<file path="src/rtl/mult_arbiter.sv">
// Two-port round-robin arbiter that shares one sequential multiplier, latching the
// winner's operands, sequencing start/ready, and aborting stalled operations.
module mult_arbiter #(
    parameter int NBits   = 8,
    parameter int TIMEOUT = 64
) (
    input  logic                 clk,
    input  logic                 reset,
    input  logic                 req0,
    input  logic                 req1,
    input  logic [NBits-1:0]     a0,
    input  logic [NBits-1:0]     b0,
    input  logic [NBits-1:0]     a1,
    input  logic [NBits-1:0]     b1,
    output logic                 done0,
    output logic                 done1,
    output logic                 err0,
    output logic                 err1,
    output logic [2*NBits-1:0]   result,
    output logic                 result_sign,
    output logic                 busy,
    output logic                 mult_start,
    output logic [NBits-1:0]     mult_multiplier,
    output logic [NBits-1:0]     mult_multiplicand,
    input  logic [2*NBits-1:0]   mult_product,
    input  logic                 mult_ready,
    input  logic                 mult_sign
);
    localparam int CW = $clog2(TIMEOUT + 1);

    typedef enum logic [2:0] {
        S_IDLE      = 3'd0,
        S_LAUNCH    = 3'd1,
        S_WAIT_LOW  = 3'd2,
        S_WAIT_HIGH = 3'd3,
        S_DELIVER   = 3'd4
    } state_t;

    state_t             state_q, state_d;
    logic               owner_q, owner_d;
    logic               last_q, last_d;
    logic [NBits-1:0]   opa_q, opa_d;
    logic [NBits-1:0]   opb_q, opb_d;
    logic [CW-1:0]      cnt_q, cnt_d;
    logic [2*NBits-1:0] result_q, result_d;
    logic               sign_q, sign_d;
    logic               start_q, start_d;
    logic               done0_q, done0_d, done1_q, done1_d;
    logic               err0_q, err0_d, err1_q, err1_d;
    logic               busy_q, busy_d;
    logic               grant1_s;
    logic               expired_s;

    // On a tie the requester that did not win last time takes the grant.
    assign grant1_s  = req1 & (~req0 | ~last_q);
    assign expired_s = (cnt_q == CW'(TIMEOUT - 1));

    // Next-state, datapath and pulse generation; pulses are registered so they
    // appear in the cycle of the state they belong to.
    always_comb begin
        state_d  = state_q;
        owner_d  = owner_q;
        last_d   = last_q;
        opa_d    = opa_q;
        opb_d    = opb_q;
        cnt_d    = cnt_q;
        result_d = result_q;
        sign_d   = sign_q;
        start_d  = 1'b0;
        done0_d  = 1'b0;
        done1_d  = 1'b0;
        err0_d   = 1'b0;
        err1_d   = 1'b0;
        case (state_q)
            S_IDLE: begin
                if (req0 | req1) begin
                    owner_d = grant1_s;
                    last_d  = grant1_s;
                    opa_d   = grant1_s ? a1 : a0;
                    opb_d   = grant1_s ? b1 : b0;
                    start_d = 1'b1;
                    state_d = S_LAUNCH;
                end else begin
                    state_d = S_IDLE;
                end
            end
            S_LAUNCH: begin
                cnt_d   = '0;
                state_d = S_WAIT_LOW;
            end
            S_WAIT_LOW: begin
                cnt_d = cnt_q + CW'(1);
                if (expired_s) begin
                    err0_d  = ~owner_q;
                    err1_d  = owner_q;
                    state_d = S_IDLE;
                end else if (!mult_ready) begin
                    state_d = S_WAIT_HIGH;
                end else begin
                    state_d = S_WAIT_LOW;
                end
            end
            S_WAIT_HIGH: begin
                cnt_d = cnt_q + CW'(1);
                // A ready arriving in the last allowed cycle still completes.
                if (mult_ready) begin
                    result_d = mult_product;
                    sign_d   = mult_sign;
                    done0_d  = ~owner_q;
                    done1_d  = owner_q;
                    state_d  = S_DELIVER;
                end else if (expired_s) begin
                    err0_d  = ~owner_q;
                    err1_d  = owner_q;
                    state_d = S_IDLE;
                end else begin
                    state_d = S_WAIT_HIGH;
                end
            end
            S_DELIVER: begin
                state_d = S_IDLE;
            end
            default: begin
                state_d = S_IDLE;
            end
        endcase
        busy_d = (state_d != S_IDLE);
    end

    // State and output registers with synchronous reset.
    always_ff @(posedge clk) begin
        if (reset) begin
            state_q  <= S_IDLE;
            owner_q  <= 1'b0;
            last_q   <= 1'b1;
            opa_q    <= '0;
            opb_q    <= '0;
            cnt_q    <= '0;
            result_q <= '0;
            sign_q   <= 1'b0;
            start_q  <= 1'b0;
            done0_q  <= 1'b0;
            done1_q  <= 1'b0;
            err0_q   <= 1'b0;
            err1_q   <= 1'b0;
            busy_q   <= 1'b0;
        end else begin
            state_q  <= state_d;
            owner_q  <= owner_d;
            last_q   <= last_d;
            opa_q    <= opa_d;
            opb_q    <= opb_d;
            cnt_q    <= cnt_d;
            result_q <= result_d;
            sign_q   <= sign_d;
            start_q  <= start_d;
            done0_q  <= done0_d;
            done1_q  <= done1_d;
            err0_q   <= err0_d;
            err1_q   <= err1_d;
            busy_q   <= busy_d;
        end
    end

    assign done0             = done0_q;
    assign done1             = done1_q;
    assign err0              = err0_q;
    assign err1              = err1_q;
    assign result            = result_q;
    assign result_sign       = sign_q;
    assign busy              = busy_q;
    assign mult_start        = start_q;
    assign mult_multiplier   = opa_q;
    assign mult_multiplicand = opb_q;
endmodule
</file>
<file path="config.mk">
export PLATFORM = sky130hd
export DESIGN_NAME = mult_arbiter
export DESIGN_NICKNAME = d
export VERILOG_FILES = /design/src/rtl/mult_arbiter.sv
export SDC_FILE = /design/constraint.sdc
export NUM_CORES = 1
export LEC_CHECK = 0
export CORE_UTILIZATION = 25
export DETAILED_ROUTE_END_ITERATION = 8
export GPL_ROUTABILITY_DRIVEN = 1
export PLACE_DENSITY_LB_ADDON = 0.08
export SLEW_MARGIN = 20
export SYNTH_ARGS = -nofsm -noshare
export SYNTH_HDL_FRONTEND = slang
export SYNTH_SLANG_ARGS = --single-unit
</file>
<file path="constraint.sdc">
create_clock -name clk -period 1.6 [get_ports clk]
set_input_delay 0.32 -clock clk [delete_from_list [all_inputs] [get_ports clk]]
set_output_delay 0.32 -clock clk [all_outputs]
set_load 0.01 [all_outputs]
</file>
# Word-level counts from Yosys, hierarchy flattened
# Cells that the tools add are included.
op_classes:
  n_addsub: 1
  eq_ne: 4
  n_mux: 16
  n_bitwise: 9
  reduce_logical: 8
op_table:
  columns: ["operator", "n"]
  rows:
  - ["$mux 8", 2]
  - ["$pmux 7 s2", 1]
  - ["$pmux 3 s4", 1]
  - ["$add 7x1->7 const B", 1]
  - ["$eq 7x6->1 const B", 1]
  - ["$mux 1", 7]
  - ["$eq 3x2->1 const B", 2]
  - ["$not 1->1", 6]
  - ["$mux 2", 2]
  - ["$pmux 1 s2", 2]
  - ["$reduce_and 2->1", 2]
  - ["$reduce_or 2->1", 2]
  - ["$eq 3x1->1 const B", 1]
  - ["$logic_not 3->1", 1]
  - ["$mux 3", 1]
  - ["$reduce_bool 3->1", 1]
  - ["$reduce_or 3->1", 1]
  - ["$or 1x1->1", 2]
  - ["$reduce_bool 2->1", 1]
  - ["$and 1x1->1", 1]
totals:
  ff_bits: 51
  out_inout_bits: 39
  word_cells: 52

# Depth between registers and ports, before layout
logic_depth:
  word_depth: 5
  depth_mapped: 7
  mapped_depth_nobuf: 4

# Least setup slack after synthesis
# OpenSTA, ideal clock, no wires.
synth_timing:
  path_kind: "reg2reg"
  from: "register state_q[2]"
  to: "register opb_q[2], in the netlist mult_multiplicand[2]"
  t_arrival_ns: 1.626
  path_slack_ns: -0.144
  path_stages_with_launch: 8
  n_path_buf: 4
  cell_sequence: "dfxtp_1 -> buf_6 -> or3_4 -> buf_6 -> a211o_1 -> buf_6 -> buf_6 -> o221a_1"
synth_via:
  elab_chain_cells: 2
synth_rtl:
  columns: ["element", "line", "rtl"]
  rows:
  - ["from (decl)", "39", "state_t state_q, state_d;"]
  - ["from (signal assigned)", "148", "state_q <= state_d;"]
  - ["$logic_not 3->1", "74", "case (state_q)"]
  - ["$reduce_and 2->1 (no source line)", null, null]
  - ["to (signal assigned)", "152", "opb_q <= opb_d;"]
  - ["to (decl)", "43", "logic [NBits-1:0] opb_q, opb_d;"]
# No other way between the ends.
# A chain may end at the register's enable or synchronous reset.

# Final worst setup path
layout_timing:
  from: "register state_q[2]"
  to: "register opb_q[7], in the netlist mult_multiplicand[7]"
# The elaborated chain is that of the path after synthesis.

==> key figures <==
Final layout
  – Area grow syn2layout: 61.3%
  – Register area: 0.00102 mm^2
  – # diodes: 0
  – Share of cells above drive strength 1: 13.9%
  – Fillers: 800
  – Fin area: 0.00335 mm^2
  – Nets: 377
  – Multi-input gate area in the final layout: 965 um^2

Worst setup path
  – Arrival @ worst endpoint: 1.74 ns
  – Critical Path Source: state_q[2]$_SDFF_PP0_
  – Worst Setup End Kind: register
  – Worst setup endpoint: mult_multiplicand[7]$_SDFFE_PP0P_
  – Reg2reg end: mult_multiplicand[7]$_SDFFE_PP0P_
  – R2R cell count: 4
  – Worst path bufs/invs: 1
  – Worst-path maximum fanout: 13
  – Critical-path top delay cell: or3_4
  – Critical path depth: 4
  – CP cell instances: or3_4 > a211o_1 > buf_12 > o221a_2
  – Critical path class: register to register
  – Worst R2R Setup Slack: about 0.060 ns
  – Crit-path max cell delay: 0.39 ns
  – Worst reg2reg path startpoint: state_q[2]$_SDFF_PP0_
  – CP delay by family, top: compound AO/OA/AOI/OAI gates
  – CP Launch Type: register
  – CP required: 1.80 ns

Synthesis
  – Post-synthesis xor/xnor area fraction: 0%
  – Ys flop type: dfxtp_1
  – Compound-gate portion of the synthesized area: around 26%
  – Register area share after synthesis: approximately half
  – Post-synthesis cell count: 217
  – Share of flip-flops with an asynchronous set or reset: 0%
  – Post-synthesis mux area share: 1.57%
  – Synth Area in Adders: less than 1%
  – Main combinational cell family by area after synthesis: compound AO/OA/AOI/OAI gates
  – Net Count, Synth: 272
  – Flops & latches, synth: 51
  – Yosys warning count: 0
  – Avg Cell Area, Syn: 9.57 um^2
  – Top-area cell type share of the netlist area: about half
  – Post-synth EDFFs: 0
  – Synth top area cells: dfxtp_1 (49%), nand2_1 (7.8%), o2bb2ai_1 (6.8%)
  – Number of library cell types mapped by synthesis: between 40 and 50
  – Synth area leader: dfxtp_1
  – Post-Syn Area: ~0.0021 mm^2
  – Synth Area in Simple Gates: between 10% and 20%

Clocking
  – TritonCTS Buffers: 5
  – Reg clk slew, reported paths: 0.10 ns
  – H-tree levels: 2
  – CTS tree: built
  – Root buffer cell: clkbuf_8
  – CTS Hold Bufs: 0
  – Clock buffer depth: 2
  – Latest clock arrival within the worst-skew pair: roughly 0.3 ns
  – Clock sink total: 51

Min path
  – Hold path start: result[10]$_SDFFE_PP0P_
  – Type of the most critical hold path: register to register

Power and ir drop
  – Worst vdd ir: 0.643 mV
  – PD cells: between 1000 and 1500 mW/mm^2
  – Leakage power total: 1.20 nW

GRT
  – First-pass GRT wire length: about 9000 um
  – Number of global-route vias before repair: 1855
  – GR Overflow Total: 0
  – Antenna violations before repair: 0
  – Largest net degree at the start of global routing: 19
  – Overall Global Routing Usage: 13.3%

Floorplanning
  – Core Box Area: slightly below 0.008 mm^2
  – Initial Utilization: 26.3%
  – I/O pin cnt: 93
  – Floorplan row count: 32
  – Die width: 93.1 um
  – Die Area: around 0.0087 mm^2
  – DIE HEIGHT: 93.1 um

Placement
  – GPL Wtd Cong: 0.699
  – Final HPWL DP: 3970 um
  – Place WS: -0.365 ns
  – Total placed instance area: 0.00322 mm^2
  – Port buffer count: 92

STA
  – Final WS setup: 0.0604 ns
  – Final Hold Vio Count: 0
  – Final Cycle Share: a little over nine tenths
  – Slew margin rel.: 72.7%
  – RSZ-0062 raised after global routing: no
  – Final setup viols: 0
  – Worst Skew: between 0.007 and 0.008 ns
  – Slew @ Worst Pin: ~0.41 ns
  – Peak Freq: 0.650 GHz
  – Shortest period the worst path allows: 1.54 ns
  – Max-slew violations: 0

Drt
  – Post-route ant nets: 0
  – Final WL: 5730 um
  – Initial DRC Count: 67
  – Via count: 1964
  – DRC errors left: 0
  – Vias per inst: ~4.6
  – Drt pass-1 iters: 4
  – Wire per inst: 13.5 um

Outcome
  – Outcome: completed

Flow run
  – Maximum capacitance violations: 0
[repair_timing]
action / 4_1_cts / 5_1_grt
gates cloned: 1 / 0
buffers inserted: 0 / 0
pin swaps: 0 / 8
hold endpoints to repair: 0 / 0
setup endpoints to repair: 16 / 16
resized for setup: 2 / 1
[worst register-to-register path, cell delays in order, from the launching register on]
cell     delay [ns]
dfxtp_1        0.34
or3_4          0.39
a211o_1        0.29
buf_12         0.16
o221a_2        0.26
[cells in the mapped netlist (2+ instances only)]
cell / count
o21bai_1: 2
o41ai_1: 2
o2bb2ai_1: 16
clkbuf_1: 10
nand3_1: 3
o221a_2: 7
o221a_1: 9
mux2_2: 2
inv_1: 3
and4b_1: 2
nor2_1: 8
buf_1: 3
dfxtp_1: 51
nand2_1: 43
nor3_1: 5
nor3b_1: 3
a21oi_1: 19
buf_6: 5
[cells in the final DEF, fill, tap and decap left out, types with 2 or more instances in the layout]
master	count
clkdlybuf4s50_1	91
nor3b_1	3
a21oi_1	19
nor2_1	8
o41ai_1	2
clkbuf_8	6
buf_4	21
and4b_1	2
nand3_1	3
buf_12	2
o21bai_4	2
o2bb2ai_1	16
nand2_1	43
o21bai_1	2
inv_1	3
o221a_2	7
nor3_1	5
mux2_2	2
dfxtp_1	51
o221a_1	9
[flip-flops by register name, summed over array words and instances, names as in the netlist]
name and count:
result 16, err0 1, state_q 3, err1 1, done0 1, result_sign 1
owner_q 1, done1 1, mult_multiplier 8, last_q 1, mult_start 1, mult_multiplicand 8
cnt_q 7, busy 1
[logic make-up after synthesis]
| logic type | count (synthesis) |
|---|---|
| AOI/OAI and AO/OA | 66 |
| adders and majority gates | 1 |
| buffers and inverters | 22 |
| DFF | 51 |
| muxes | 3 |
| and+or+nand+nor | 74 |
[cell type report]
type / count / area share, %
Inverter: 4 / 0.448
Timing Repair Buffer: 115 / 33.5
Clock buffer: 6 / 2.47
Multi-Input combinational cell: 145 / 28.8
Tap cell: 102 / 3.81
Clock inverter: 2 / 0.486
Sequential cell: 51 / 30.5
[per-stage QoR]
step | power, mW | std cells | util [%] | setup TNS [ns] | hold WS [ns]
final | 4.19 | 425 | 42.4 | 0 | 0.456
after global routing | 4.49 | 425 | 42.4 | 0 | 0.477
after CTS | 4.26 | 425 | 42.4 | 0 | 0.460
after detailed placement | 3.41 | 416 | 40.9 | -5.77 | 0.446
after global placement | 3.41 | 416 | 40.9 | -5.54 | 0.443
after floorplan | 2.60 | 217 | - | -1.65 | 0.429
[per-layer routing]
metal / part of all wire, % / routed length (um) / vias up / track usage (%)
met5: 0 / 0 / - / 0
met4: 0.52 / 30 / 0 / 3.08
met3: 6.0 / 341 / 2 / 3.25
met2: 43 / 2440 / 60 / 19.8
met1: 51 / 2910 / 893 / 19.3
li1: - / - / 1009 / -
[how the worst min path moves through the flow]
| stage | to | slack, ns | cells after the start |
|---|---|---|---|
| detailed placement | result[9]$_SDFFE_PP0P_ | 0.45 | 2 |
| finish | result[10]$_SDFFE_PP0P_ | 0.46 | 2 |
| floorplan | state_q[0]$_SDFF_PP0_ | 0.43 | 1 |
| global placement | result[10]$_SDFFE_PP0P_ | 0.44 | 2 |
| CTS | result[9]$_SDFFE_PP0P_ | 0.46 | 2 |
| global route | result[0]$_SDFFE_PP0P_ | 0.48 | 2 |
[where the power goes]
group / switching (mW) / internal, mW / total [mW]
clock network: 0.429 / 0.354 / 0.783
logic: 0.729 / 0.975 / 1.70
registers: 0.170 / 1.54 / 1.71
total: 1.33 / 2.87 / 4.19
No activity file was read; power rests on OpenSTA's default activity.
==> variant 1: new RTL, config.mk and constraints unchanged <==
Take the reset off `opa_q`, `opb_q` and `result_q` and load them in a clocked block of their own.
--- a/src/rtl/mult_arbiter.sv
+++ b/src/rtl/mult_arbiter.sv
@@ -134,8 +134,5 @@
             owner_q  <= 1'b0;
             last_q   <= 1'b1;
-            opa_q    <= '0;
-            opb_q    <= '0;
             cnt_q    <= '0;
-            result_q <= '0;
             sign_q   <= 1'b0;
             start_q  <= 1'b0;
@@ -149,8 +146,5 @@
             owner_q  <= owner_d;
             last_q   <= last_d;
-            opa_q    <= opa_d;
-            opb_q    <= opb_d;
             cnt_q    <= cnt_d;
-            result_q <= result_d;
             sign_q   <= sign_d;
             start_q  <= start_d;
@@ -161,4 +155,10 @@
             busy_q   <= busy_d;
         end
+    end
+
+    always_ff @(posedge clk) begin
+        opa_q    <= opa_d;
+        opb_q    <= opb_d;
+        result_q <= result_d;
     end
 
Check against the original RTL: not equivalent (a bounded check fails within 4 cycles, from zero or initial values and one cycle with reset high).
==> variant 1 against the original RTL <==
  * Final cell count is 19% lower
  * Design area is 3.5% lower
  * Utilization is 0.84 points lower
  * Critical path type is now in -> reg
  * Routed wire length is 21% lower
  * Area after synthesis is 3.1% lower
  * Sequential cell count stayed put
  * Worst hold slack better by 0.054 ns
  * Register-to-register slack better by 0.12 ns
  * Setup slack better by 0.046 ns
  * Highest routed layer unchanged
  * Maximum frequency is 3.0% higher
  * Die area is 3.0% lower
Power is not compared: it rests on default switching activity, and its combinational part moved more than twofold at a synthesized area within 25%.
==> variant 1: results (changes against the original RTL) <==
* Flop-to-flop setup slack at 0.18 ns (+0.12 ns)
* Fraction of met1 tracks used by global routing at 0.147 (-0.0452)
* Number of global-route vias before repair at 1410 (-24%)
* Post-detail-place hpwl at 3400 um (-14%)
* Sequential-to-total area share from yosys stat at 0.667 (+0.175)
* Largest stage delay on the critical path at 0.50 ns (+0.11 ns)
* Crit-path slowest cell: sky130_fd_sc_hd__clkdlybuf4s50_1
* Post-Route M1 WL at 2160 um (-26%)
* PostCTS Resize Cnt at 0 (-2)
* Placed cell count at 337 (-19%)
* Layout multi-input combinational cell count at 77 (-47%)
* Layout overhead on the synthesized area at 60.6%
* GP Congestion at 0.705 (+0.87%)
* Capture endpoint of the worst hold path: result_sign$_SDFFE_PP0P_
* Synthesized instance count at 136 (-37%)
* WP buf/inv at 2 (+1)
* Repair and plain buffers at 104 (-9.6%)
* Final cell count without fillers at 345 (-19%)
* Final layout net count at 297 (-21%)
* Routed length on met2 at 2090 um (-14%)
* Crit path max-delay family: buffers and inverters
* Synth Area in Compound Gates at 0.0958 (-0.163)
* GRT Util Overall at 0.110 (-0.0236)
* Actual slew at the worst max-slew pin at 0.360 ns (-0.0492 ns)
* Number of enable flip-flop cells after synthesis at 32 (+32)
* Fillers at 754 (-5.8%)
* Highest fanout seen on the critical path at 10 (-3)
* Detail Route met3 WL at 260 um (-24%)
* Wire length of the first global-routing pass at 7170 um (-23%)
* Result of the run: finished, final reports clean
* Grt met2 use at 0.170 (-0.0275)
* Via-per-instance ratio at 4.17 (-9.7%)
* Final setup skew at 0.00530 ns (-0.00268 ns)
* Iteration-0 DRC count of the detailed router at 33 (-51%)
-- variant 1: changes by cell type after synthesis, sizes merged, moves of 5 or more --
cell,delta
a21oi,-12
buf,-5
clkbuf,-8
dfxtp,-32
edfxtp,+32
mux2,+14
nand2,-38
o221a,-16
o2bb2ai,-16
-- variant 1: how the worst max path moves through the flow --
stage                                      start                              to  slack [ns]  cells after the start
floorplan                  state_q[1]$_SDFF_PP0_  mult_multiplicand[0]$_DFFE_PP_        0.06                      4
global placement                            req1    mult_multiplier[4]$_DFFE_PP_       -0.17                      4
detailed placement                          req1    mult_multiplier[4]$_DFFE_PP_       -0.20                      4
CTS                     result_sign$_SDFFE_PP0P_                     result_sign        0.08                      1
global route        mult_multiplier[3]$_DFFE_PP_              mult_multiplier[3]        0.05                      1
finish                                      req1    mult_multiplier[4]$_DFFE_PP_        0.11                      4
-- variant 1: power breakdown --
group,internal (mW),switching (mW)
clock,0.307,0.413
sequential,1.53,0.0590
combinational,0.401,0.252
total,2.24,0.723
==> variant 2: new RTL, same flow settings <==
Without the edit above. Change the parameter `NBits` from 8 to 9.
--- a/src/rtl/mult_arbiter.sv
+++ b/src/rtl/mult_arbiter.sv
@@ -2,5 +2,5 @@
 // winner's operands, sequencing start/ready, and aborting stalled operations.
 module mult_arbiter #(
-    parameter int NBits   = 8,
+    parameter int NBits   = 9,
     parameter int TIMEOUT = 64
 ) (
Interface: changed (8 resized); port bits go from 93 to 103. The function was not compared with the original's and may differ.
==> variant 2 against the original RTL <==
  * Critical path depth down 3
  * Worst hold slack worse by 0.046 ns
  * Area after synthesis increased by 13%
  * Routed wire length up 8.5%
  * Design area is 8.9% higher
  * Die area grew 13%
  * Clock skew fell by 0.0020 ns
  * Final cell count rose by 10%
  * Setup slack improved by 0.0019 ns
  * Synthesized cell count up 17%
  * Sequential cell count rose by 4
  * Critical path type is now reg -> out
  * Critical endpoint is now mult_multiplicand[6]
  * Largest cell class unchanged
  * Highest routed layer unchanged
Power is not compared: it rests on default switching activity, and its combinational part moved more than twofold at a synthesized area within 25%.
==> variant 2: results (changes against the original RTL) <==
* Min-Delay Path Depth at 3 (+1)
* Routed length on met2 at 2990 um (+22%)
* Largest stage delay on the critical path at 0.55 ns (+0.16 ns)
* Pin count of the biggest net entering global routing at 27 (+8)
* Number of flip-flops under the largest register name at 18 (+2)
* Flop-to-flop setup slack at 0.15 ns (+0.09 ns)
* Most area-consuming cells after synthesis: sky130_fd_sc_hd__dfxtp_1, sky130_fd_sc_hd__a21oi_1, sky130_fd_sc_hd__mux2i_1
* Number of buffer cells added on primary ports at 102 (+11%)
* Fraction of met1 tracks used by global routing at 0.169 (-0.0231)
* Worst setup path endpoint: mult_multiplicand[6]
* Mux cell area share after synthesis at 0.0812 (+0.0655)
* Crit-path slowest cell: sky130_fd_sc_hd__clkdlybuf4s50_1
* Launch point of the worst path: mult_multiplicand[6]$_SDFFE_PP0P_
* Worst hold path class: in -> reg
* Iteration-0 DRC count of the detailed router at 74 (+10%)
* Rel. slew slack at 0.716 (-0.0112)
* Grt met2 use at 0.231 (+0.0334)
* Wire length of the first global-routing pass at 10500 um (+14%)
* Distinct cell type count after synthesis at 41 (-2.4%)
* Max Clk Rate at 650 MHz (+0.12%)
* Synthesized instance count at 254 (+17%)
* Result of the run: finished, final reports clean
* Placed cell count at 461 (+11%)
* Fillers at 902 (+13%)
* Final setup skew at 0.00602 ns (-0.00196 ns)
* Post-detail-place hpwl at 4580 um (+15%)
* Final layout net count at 421 (+12%)
* Total wire length after detailed routing at 6210 um (+8.5%)
* Sequential-to-total area share from yosys stat at 0.470 (-0.0220)
* GRT Util Overall at 0.135 (+0.00181)
* Arrival time at the worst endpoint at 1.22 ns (-0.52 ns)
* Most frequent cells after synthesis: sky130_fd_sc_hd__dfxtp_1, sky130_fd_sc_hd__nand2_1, sky130_fd_sc_hd__a21oi_1, sky130_fd_sc_hd__mux2i_1, sky130_fd_sc_hd__a211oi_2
[variant 2: cell count changes after synthesis, moves of 7 or more]
| cell | delta |
|---|---|
| sky130_fd_sc_hd__a21oi_1 | +23 |
| sky130_fd_sc_hd__mux2i_1 | +18 |
| sky130_fd_sc_hd__o2bb2ai_1 | -16 |
| sky130_fd_sc_hd__a211oi_2 | +10 |
| sky130_fd_sc_hd__a211oi_1 | +9 |
| sky130_fd_sc_hd__o221a_1 | -9 |
| sky130_fd_sc_hd__o221a_2 | -7 |
[variant 2: cell type report]
class,count,area (sq um),area share
Timing Repair Buffer,120,1200,0.329
Multi-Input combinational cell,176,1110,0.305
Sequential cell,55,1100,0.302
Tap cell,108,135,0.0371
Clock buffer,5,68.8,0.0189
Clock inverter,3,20.0,0.00549
Inverter,2,7.51,0.00206
[variant 2: power breakdown]
group	switching [mW]	total [mW]	internal [mW]
combinational	0.355	0.823	0.467
sequential	0.0683	1.54	1.47
clock	0.458	0.764	0.306
total	0.882	3.13	2.24
